### config.mk
export PLATFORM = sky130hd
export DESIGN_NAME = alu_writeback_flat
export DESIGN_NICKNAME = d
export VERILOG_FILES = /design/src/rtl/alu_writeback_if.sv /design/src/rtl/alu_writeback.sv /design/src/flat_wrapper.sv
export SDC_FILE = /design/constraint.sdc
export NUM_CORES = 1
export LEC_CHECK = 0
export CAP_MARGIN = 20
export CORE_MARGIN = 2
export CORE_UTILIZATION = 46
export DETAILED_ROUTE_END_ITERATION = 8
export PLACE_DENSITY = 0.79
export SETUP_SLACK_MARGIN = 0.2
export SYNTH_ARGS = -nofsm -noshare
export SYNTH_HDL_FRONTEND = slang
export SYNTH_SLANG_ARGS = --single-unit
### constraint.sdc
create_clock -name clk -period 1.8 [get_ports clk]
set_input_delay 0.18 -clock clk [delete_from_list [all_inputs] [get_ports clk]]
set_output_delay 0.18 -clock clk [all_outputs]
set_load 0.05 [all_outputs]
### src/rtl/alu_writeback_if.sv
// ALU-to-writeback handshake bundle: result, flags and destination with a
// valid/ready transfer.
interface alu_writeback_if #(
    parameter int DATA_W = 16,
    parameter int RA_W   = 3
);
    logic                  in_valid;
    logic                  in_ready;
    logic [2*DATA_W-1:0]   out_alu;
    logic                  z_a_flag;
    logic                  z_b_flag;
    logic                  a_bigger_flag;
    logic                  b_bigger_flag;
    logic                  eq_flag;
    logic                  wide;
    logic [RA_W-1:0]       dest;

    modport master (
        output in_valid, out_alu, z_a_flag, z_b_flag, a_bigger_flag,
               b_bigger_flag, eq_flag, wide, dest,
        input  in_ready
    );

    modport slave (
        input  in_valid, out_alu, z_a_flag, z_b_flag, a_bigger_flag,
               b_bigger_flag, eq_flag, wide, dest,
        output in_ready
    );
endinterface

### src/rtl/alu_writeback.sv
// ALU writeback stage: captures a 2*DATA_W result and flags, writes it to the
// register file as one (narrow) or two (wide, lo then hi) beats, latches status.
module alu_writeback #(
    parameter int DATA_W = 16,
    parameter int RA_W   = 3
) (
    input  logic                 clk,
    input  logic                 rst,
    alu_writeback_if.slave       alu,
    output logic                 rf_we,
    output logic [RA_W-1:0]      rf_waddr,
    output logic [DATA_W-1:0]    rf_wdata,
    output logic [5:0]           status,
    output logic                 busy
);

    typedef enum logic [1:0] {
        IDLE  = 2'd0,
        WR_LO = 2'd1,
        WR_HI = 2'd2
    } state_t;

    state_t                state, state_nxt;
    logic [2*DATA_W-1:0]   res_q;
    logic [RA_W-1:0]       dest_q;
    logic                  wide_q;
    logic                  accept;
    logic                  hi_nz;

    // Ready on the last beat of an op so a new one can issue without a bubble.
    assign alu.in_ready = (state != WR_LO) || !wide_q;
    assign accept       = alu.in_valid && alu.in_ready;
    assign hi_nz        = (alu.out_alu[2*DATA_W-1:DATA_W] != '0) && !alu.wide;
    assign busy         = (state != IDLE);

    always_ff @(posedge clk or posedge rst) begin
        if (rst) begin
            state  <= IDLE;
            res_q  <= '0;
            dest_q <= '0;
            wide_q <= 1'b0;
            status <= '0;
        end else begin
            state <= state_nxt;
            if (accept) begin
                res_q  <= alu.out_alu;
                dest_q <= alu.dest;
                wide_q <= alu.wide;
                status <= {hi_nz, alu.eq_flag, alu.b_bigger_flag,
                           alu.a_bigger_flag, alu.z_b_flag, alu.z_a_flag};
            end
        end
    end

    always_comb begin
        state_nxt = state;
        rf_we     = 1'b0;
        rf_waddr  = '0;
        rf_wdata  = '0;
        case (state)
            IDLE: begin
                state_nxt = IDLE;
            end
            WR_LO: begin
                rf_we     = 1'b1;
                rf_waddr  = dest_q;
                rf_wdata  = res_q[DATA_W-1:0];
                state_nxt = wide_q ? WR_HI : IDLE;
            end
            WR_HI: begin
                rf_we     = 1'b1;
                // Address wraps modulo the register count.
                rf_waddr  = dest_q + RA_W'(1);
                rf_wdata  = res_q[2*DATA_W-1:DATA_W];
                state_nxt = IDLE;
            end
            default: begin
                state_nxt = IDLE;
            end
        endcase
        if (accept)
            state_nxt = WR_LO;
    end

endmodule

### src/flat_wrapper.sv
// flat-port wrapper written by rule: the top's interface ports become plain ports
module alu_writeback_flat 
#(
    parameter int DATA_W = 16,
    parameter int RA_W   = 3
)
  (clk, rst, rf_we, rf_waddr, rf_wdata, status, busy, alu_in_valid, alu_out_alu, alu_z_a_flag, alu_z_b_flag, alu_a_bigger_flag, alu_b_bigger_flag, alu_eq_flag, alu_wide, alu_dest, alu_in_ready);
  alu_writeback_if #(.DATA_W(DATA_W), .RA_W(RA_W)) alu_i ();
  input  logic clk;
  input  logic rst;
  output logic rf_we;
  output logic [RA_W-1:0] rf_waddr;
  output logic [DATA_W-1:0] rf_wdata;
  output logic [5:0] status;
  output logic busy;
  input wire logic [$bits(alu_i.in_valid)-1:0] alu_in_valid;
  input wire logic [$bits(alu_i.out_alu)-1:0] alu_out_alu;
  input wire logic [$bits(alu_i.z_a_flag)-1:0] alu_z_a_flag;
  input wire logic [$bits(alu_i.z_b_flag)-1:0] alu_z_b_flag;
  input wire logic [$bits(alu_i.a_bigger_flag)-1:0] alu_a_bigger_flag;
  input wire logic [$bits(alu_i.b_bigger_flag)-1:0] alu_b_bigger_flag;
  input wire logic [$bits(alu_i.eq_flag)-1:0] alu_eq_flag;
  input wire logic [$bits(alu_i.wide)-1:0] alu_wide;
  input wire logic [$bits(alu_i.dest)-1:0] alu_dest;
  output wire logic [$bits(alu_i.in_ready)-1:0] alu_in_ready;
  assign alu_i.in_valid = alu_in_valid;
  assign alu_i.out_alu = alu_out_alu;
  assign alu_i.z_a_flag = alu_z_a_flag;
  assign alu_i.z_b_flag = alu_z_b_flag;
  assign alu_i.a_bigger_flag = alu_a_bigger_flag;
  assign alu_i.b_bigger_flag = alu_b_bigger_flag;
  assign alu_i.eq_flag = alu_eq_flag;
  assign alu_i.wide = alu_wide;
  assign alu_i.dest = alu_dest;
  assign alu_in_ready = alu_i.in_ready;
  alu_writeback #(.DATA_W(DATA_W), .RA_W(RA_W)) u_core (.clk(clk), .rst(rst), .alu(alu_i), .rf_we(rf_we), .rf_waddr(rf_waddr), .rf_wdata(rf_wdata), .status(status), .busy(busy));
endmodule
==> results of run 1 <==
power groups by stage:
stage	registers (W)	logic [W]	clock network [W]
2_1_floorplan	0.00133	0.000833	0
3_3_place_gp	0.00127	0.00145	0
3_5_place_dp	0.00128	0.00147	0
4_1_cts	0.00129	0.00165	0.000758
5_1_grt	0.00132	0.00180	0.000815
6_report	0.00131	0.00173	0.000767
synthesized netlist by cell type:
| cell type | number |
|---|---|
| nor2_1 | 2 |
| buf_6 | 4 |
| nand4_1 | 1 |
| dfrtp_1 | 44 |
| mux2_4 | 39 |
| clkbuf_1 | 1 |
| mux2_2 | 1 |
| inv_4 | 1 |
| buf_2 | 4 |
| mux2i_1 | 1 |
| nand2_2 | 1 |
| inv_2 | 1 |
| and2_4 | 1 |
| inv_1 | 4 |
| nor2b_1 | 20 |
| a22o_1 | 1 |
| nor4_1 | 4 |
| a22oi_1 | 18 |
| ha_1 | 4 |
| xor2_1 | 1 |
layer usage:
| layer | part of all wire (%) | track usage (%) | vias to the layer above |
|---|---|---|---|
| met4 | 2.2 | 8.85 | 0 |
| met5 | 0 | 0 | - |
| met3 | 3.4 | 6.49 | 13 |
| met2 | 55 | 39.1 | 51 |
| li1 | - | - | 724 |
| met1 | 40 | 32.4 | 831 |
cell usage in the layout (no fill, tap or decap):
cell,n
dlygate4sd2_1,6
clkdlybuf4s50_1,43
clkbuf_16,1
buf_4,4
ha_4,3
inv_1,1
buf_12,26
clkbuf_8,5
inv_6,1
buf_8,3
a22oi_2,18
a22o_1,1
mux2_4,40
nor2b_4,18
and2_4,1
mux2i_2,1
buf_16,4
nor2_1,2
bufinv_16,1
nand4_1,1
xor2_1,1
ha_1,1
nor4_1,4
buf_6,3
nor2b_2,2
clkinv_2,1
clkbuf_1,1
dfrtp_1,44
nand2_8,1
clkinv_8,1
inv_2,3
flip-flops by register name (all words and copies together), names as in the netlist:
register       cells
u_core.dest_q      3
u_core.res_q      32
u_core.state       2
u_core.status      6
u_core.wide_q      1
through the flow:
stage | total power, W | setup WS (ns) | TNS (ns) | util [%] | std cells
after detailed placement | 0.00274 | 0.0833 | 0 | 71.1 | 277
after global routing | 0.00393 | -0.100 | -1.04 | 82.4 | 296
after floorplan | 0.00217 | 0.120 | 0 | - | 153
final | 0.00380 | -0.0320 | -0.110 | 82.4 | 296
after CTS | 0.00370 | 0.00635 | 0 | 80.0 | 291
after global placement | 0.00272 | 0.134 | 0 | 71.1 | 277
logic make-up after synthesis:
group | synth area share [%]
compound gates | 6.59
flops | 50.4
simple gates | 8.20
fa+ha+maj | 2.29
buf+inv | 4.30
xor+xnor | 0.401
mux | 27.8
how the worst max path moves through the flow:
stage	endpoint	slack, ns
2_1_floorplan	rf_waddr[0]	0.12
3_3_place_gp	u_core.res_q[28]	0.13
3_5_place_dp	u_core.res_q[28]	0.08
4_1_cts	rf_wdata[11]	0.006
5_1_grt	rf_wdata[7]	-0.10
6_report	rf_wdata[7]	-0.03
repair_timing:
item | in CTS | in global routing
gates resized for setup | 50 | 13
endpoints found under the setup margin | 60 | 61
buffers inserted | 2 | 4
pin swaps | 18 | 5
hold endpoints to repair | 0 | 0
gates cloned | 4 | 1
layout make-up:
cell class | instances | area [um2] | share of cell area (%)
repair buffers | 90 | 1250 | 32.5
inverters | 6 | 40.0 | 1.04
multi-input cells | 94 | 1280 | 33.3
clock buffers | 6 | 72.6 | 1.89
flip-flops and latches | 44 | 1100 | 28.7
clock inverters | 2 | 35.0 | 0.912
well taps | 54 | 67.6 | 1.76
==> results_dict.tcl, run 1 <==
set metrics [dict create \
    synth_warnings 0 \
    worst_pin_slew_ns 0.533 \
    port_buffers 71 \
    die_area_um2 5310 \
    ant_nets 0 \
    period_share_pct 102 \
    status "complete, but fails checks" \
    wl_per_cell_um 22.6 \
    finalHoldViolations 0 \
    crit_path_end_kind "primary output" \
    drt_iter0_markers 85 \
    cp_slowest_cell "dfrtp_1" \
    required_ns 1.62 \
    crit_start "u_core.state[1]" \
    setup_slack_ns -0.0320 \
    ys_seq_area_share_pct 50.4 \
    clk_latency_ns 0.31 \
    crit_fanout 10 \
    worstReg2RegEnd "u_core.res_q[5]" \
    first_global_vias 1681 \
    track_usage_pct 24.5 \
    final_cell_area_um2 3840 \
    synth.top_cell.area_share_pct 50.4 \
    crit_top_cell "buf_12" \
    netlist_area_um2 2180 \
    cts.path.max_buffers 2 \
    area.growth.synth_to_final_pct 75.9 \
    wirelength_mm 6.68 \
    finClkSkew_ns 0.0118 \
    core_area_um2 4660 \
    slew_viol_final 0 \
    p_leak_nw 1.66 \
    ir_drop_v 0.000640 \
    rrSetupSlack_ns 0.07 \
    start_kind "flip-flop" \
    power_frac_comb_pct 45.5 \
    max_cap_viol_count 0 \
    path_clk_slew_ns 0.09 \
    grt_overflow 0 \
    path_depth 6 \
    worst_r2r_path_depth 8 \
    rows 25 \
    cp.arrival_ns 1.65 \
    crit_buf_inv 3 \
    power.share.clock_pct 20.2 \
    vias 1619 \
    swShare_pct 33.9 \
    nets 289 \
    yosysTopAreaCell "dfrtp_1" \
    power_frac_seq_pct 34.4 \
    critPathTopFamily "buffers and inverters" \
    grt_max_degree 26 \
    fmax_ghz 0.546 \
    holdWs_ns 0.226 \
    start_util_pct 46.8 \
    reg2reg_from "u_core.state[1]" \
    hp-class "input port to async pin" \
    p_switching_w 0.00129 \
    cts-hold-fix-buffers 0 \
    violations "setup timing" \
    ios 72 \
    cts.sinks 44 \
    synth.avg_cell_area_um2 14.3 \
    cts-root-buf "clkbuf_8" \
    setup-violations-final 8 \
    die_height_um 72.9 \
    drive_gt1_share_pct 56.6 \
    synth.ff_latch_count 44 \
    synth_cell_type_count 20 \
    die_w_um 72.9 \
    cts_tree "yes" \
    route.detailed.drc 0 \
    yosys-top-cells-area "dfrtp_1 (50%), mux2_4 (27%), a22oi_1 (6.2%), nor2b_1 (5.7%), ha_1 (2.3%)" \
    internal-power_w 0.00251 \
    avgViaCountPerCell 5.47 \
    dp_hpwl_mm 3.61 \
    power.density_nw_per_um2 990 \
    rsz0062_at_grt "true" \
    crit_type "flip-flop to primary output" \
    synth_fp_nets 201 \
    grt_pass1_wl_mm 9.42 \
    slew_headroom_pct 64.6 \
    nFillCells 231 \
    drt_pre_antenna_iters 4 \
    n_antenna_cell 0 \
    cts-htree-levels 2 \
    cts_made_buffers 5 \
    fin_crit_ns 1.83 \
    syn_inst 153 \
    antenna_found_initial 0 \
    placed_area_um2 3320 \
    cpPeakStageDelay_ns 0.41 \
    crit_chain "buf_6 -> ha_4 -> buf_12 -> a22oi_2 -> nor2b_4 -> buf_12" \
    routabilityCongestion 0.739 \
]
Note: power is estimated with default switching activity, not from simulation.
==> run 2: changes to the inputs <==
HOLD_SLACK_MARGIN = 0.05   (was not set)
SETUP_SLACK_MARGIN = not set   (was 0.2)
TNS_END_PERCENT = 30   (was not set)
==> run 2 against run 1 <==
Against the previous run:
- the run still ends with setup timing left
- register-to-register slack worse by 0.02 ns
- sequential share of layout area increased by 2.6 points
- wire length is 16% lower
- via count is 4.3% lower
- non-clock buffer count fell by 8
- utilization shrank 6.7 points
- critical endpoint is now rf_wdata[13]
- highest routed layer unchanged
==> results_dict.tcl, run 2 (synthesis results as in run 1) <==
set metrics [dict create \
    crit_start "u_core.state[1]" \
    violations "setup timing" \
    final_util_pct 75.7 \
    reg_top3 "u_core.res_q (32), u_core.status (6), u_core.dest_q (3)" \
    cts.path.max_buffers 2 \
    max_cap_viol_count 0 \
    n_antenna_cell 0 \
    final_cell_area_um2 3530 \
    pre_cts_ws_ns 0.136 \
    avgViaCountPerCell 5.38 \
    routabilityCongestion 0.712 \
    setup-violations-final 3 \
    finalNonFillerCells 288 \
    finalHoldViolations 0 \
    wirelength_mm 5.61 \
    cts_made_buffers 5 \
    cts-root-buf "clkbuf_8" \
    area.growth.synth_to_final_pct 61.5 \
    route.detailed.drc 0 \
    fmax_ghz 0.532 \
    power.density_nw_per_um2 1010 \
    fin_crit_ns 1.88 \
    layout_common_cells "clkdlybuf4s50_1 (49), dfrtp_1 (44), mux2_4 (39)" \
    cts_tree "yes" \
    reg2reg_from "u_core.state[0]" \
    holdWs_ns 0.217 \
    drt_pre_antenna_iters 4 \
    slew_viol_final 0 \
    path_clk_slew_ns 0.09 \
    status "complete, but fails checks" \
    slew_headroom_pct 58.2 \
    finClkSkew_ns 0.00847 \
    mostFrequentLayoutCell "clkdlybuf4s50_1" \
    first_global_vias 1617 \
    track_usage_pct 21.4 \
    cp.arrival_ns 1.70 \
    placed_cells 276 \
    clk_latency_ns 0.30 \
    setup_slack_ns -0.0788 \
    wl_per_cell_um 19.5 \
    regMostFlops "u_core.res_q" \
    start_kind "flip-flop" \
    antenna_found_initial 0 \
    worst_r2r_path_depth 8 \
    drt_iter0_markers 105 \
    rows 25 \
    die_height_um 72.9 \
    cp_slowest_cell "dfrtp_1" \
    grt_max_degree 23 \
    crit_path_end_kind "primary output" \
    port_buffers 71 \
    largest_reg_flops 32 \
    worst_pin_slew_ns 0.621 \
    period_share_pct 104 \
    nFillCells 263 \
    crit_type "flip-flop to primary output" \
    start_util_pct 46.8 \
    cts.sinks 44 \
    rsz0062_at_grt "true" \
    grt_overflow 0 \
    placed_area_um2 3230 \
    die_area_um2 5310 \
    crit_chain "inv_2 -> ha_4 -> buf_8 -> a22oi_1 -> nor2b_1 -> buf_12" \
    cts-htree-levels 2 \
    grt_pass1_wl_mm 8.25 \
    ir_drop_v 0.000800 \
    vias 1549 \
    hp-class "input port to async pin" \
    ios 72 \
    dp_hpwl_mm 3.59 \
    drive_gt1_share_pct 51.3 \
    required_ns 1.62 \
    die_w_um 72.9 \
    core_area_um2 4660 \
    crit_fanout 10 \
    nets 281 \
    p_leak_nw 1.51 \
    cpPeakStageDelay_ns 0.40 \
    ant_nets 0 \
]
## run 2: cell types whose count changed in the layout (fill, tap and decap cells not counted), moves of 3 or more
cell	previous run	this run
buf_16	4	1
nor2b_2	2	12
clkdlybuf4s50_1	43	49
dlygate4sd2_1	6	0
a22oi_2	18	11
nor2b_4	18	5
nor2b_1	0	3
a22oi_1	0	7
## run 2: final cells by class
class,count,area (um2),area share (%)
Inverter,6,25.0,0.709
Clock buffer,5,68.8,1.95
Multi-Input combinational cell,94,1150,32.7
Timing Repair Buffer,82,1070,30.3
Sequential cell,44,1100,31.2
Clock inverter,3,42.5,1.21
Tap cell,54,67.6,1.92
## run 2: metrics by stage
stage               total power (W)  TNS [ns]
floorplan                   0.00212    -0.991
global placement            0.00265         0
detailed placement          0.00267         0
CTS                         0.00350    -0.134
global route                0.00371     -1.05
finish                      0.00358    -0.108
## run 2: worst max-delay path: cells and delay by family (launching register included)
family	cells	cell delay [ns]
fa+ha+maj	1	0.20
flops	1	0.40
simple gates	1	0.27
buf+inv	3	0.45
compound gates	1	0.08
## run 2: worst paths after layout
path	to	slack [ns]
worst min register to register	u_core.wide_q	0.51
max in group asynchronous	u_core.state[0]	1.05
min in group clk	u_core.res_q[15]	0.49
worst max-delay path	rf_wdata[13]	-0.08
worst min-delay path	u_core.res_q[7]	0.22
worst max register to register	u_core.res_q[28]	0.05
## run 2: repair_timing
action | CTS | global route
buffers inserted | 0 | 3
cloned | 1 | 0
pin swaps | 0 | 4
hold buffers | 0 | 0
setup endpoints to repair | 19 | 28
resized for setup | 21 | 11
## run 2: report_power, final
group	total [W]	leakage [nW]	internal, W	switching [W]
sequential	0.00129	0.515	0.00116	0.000132
combinational	0.00153	0.941	0.000824	0.000709
clock	0.000754	0.0541	0.000411	0.000344
total	0.00358	1.51	0.00239	0.00118
## run 2: metal layers
| layer | part of all wire (%) | global-route usage (%) |
|---|---|---|
| met1 | 43 | 26.7 |
| met4 | 2.4 | 8.64 |
| met3 | 4.6 | 6.08 |
| met5 | 0 | 0 |
| met2 | 50 | 35.1 |
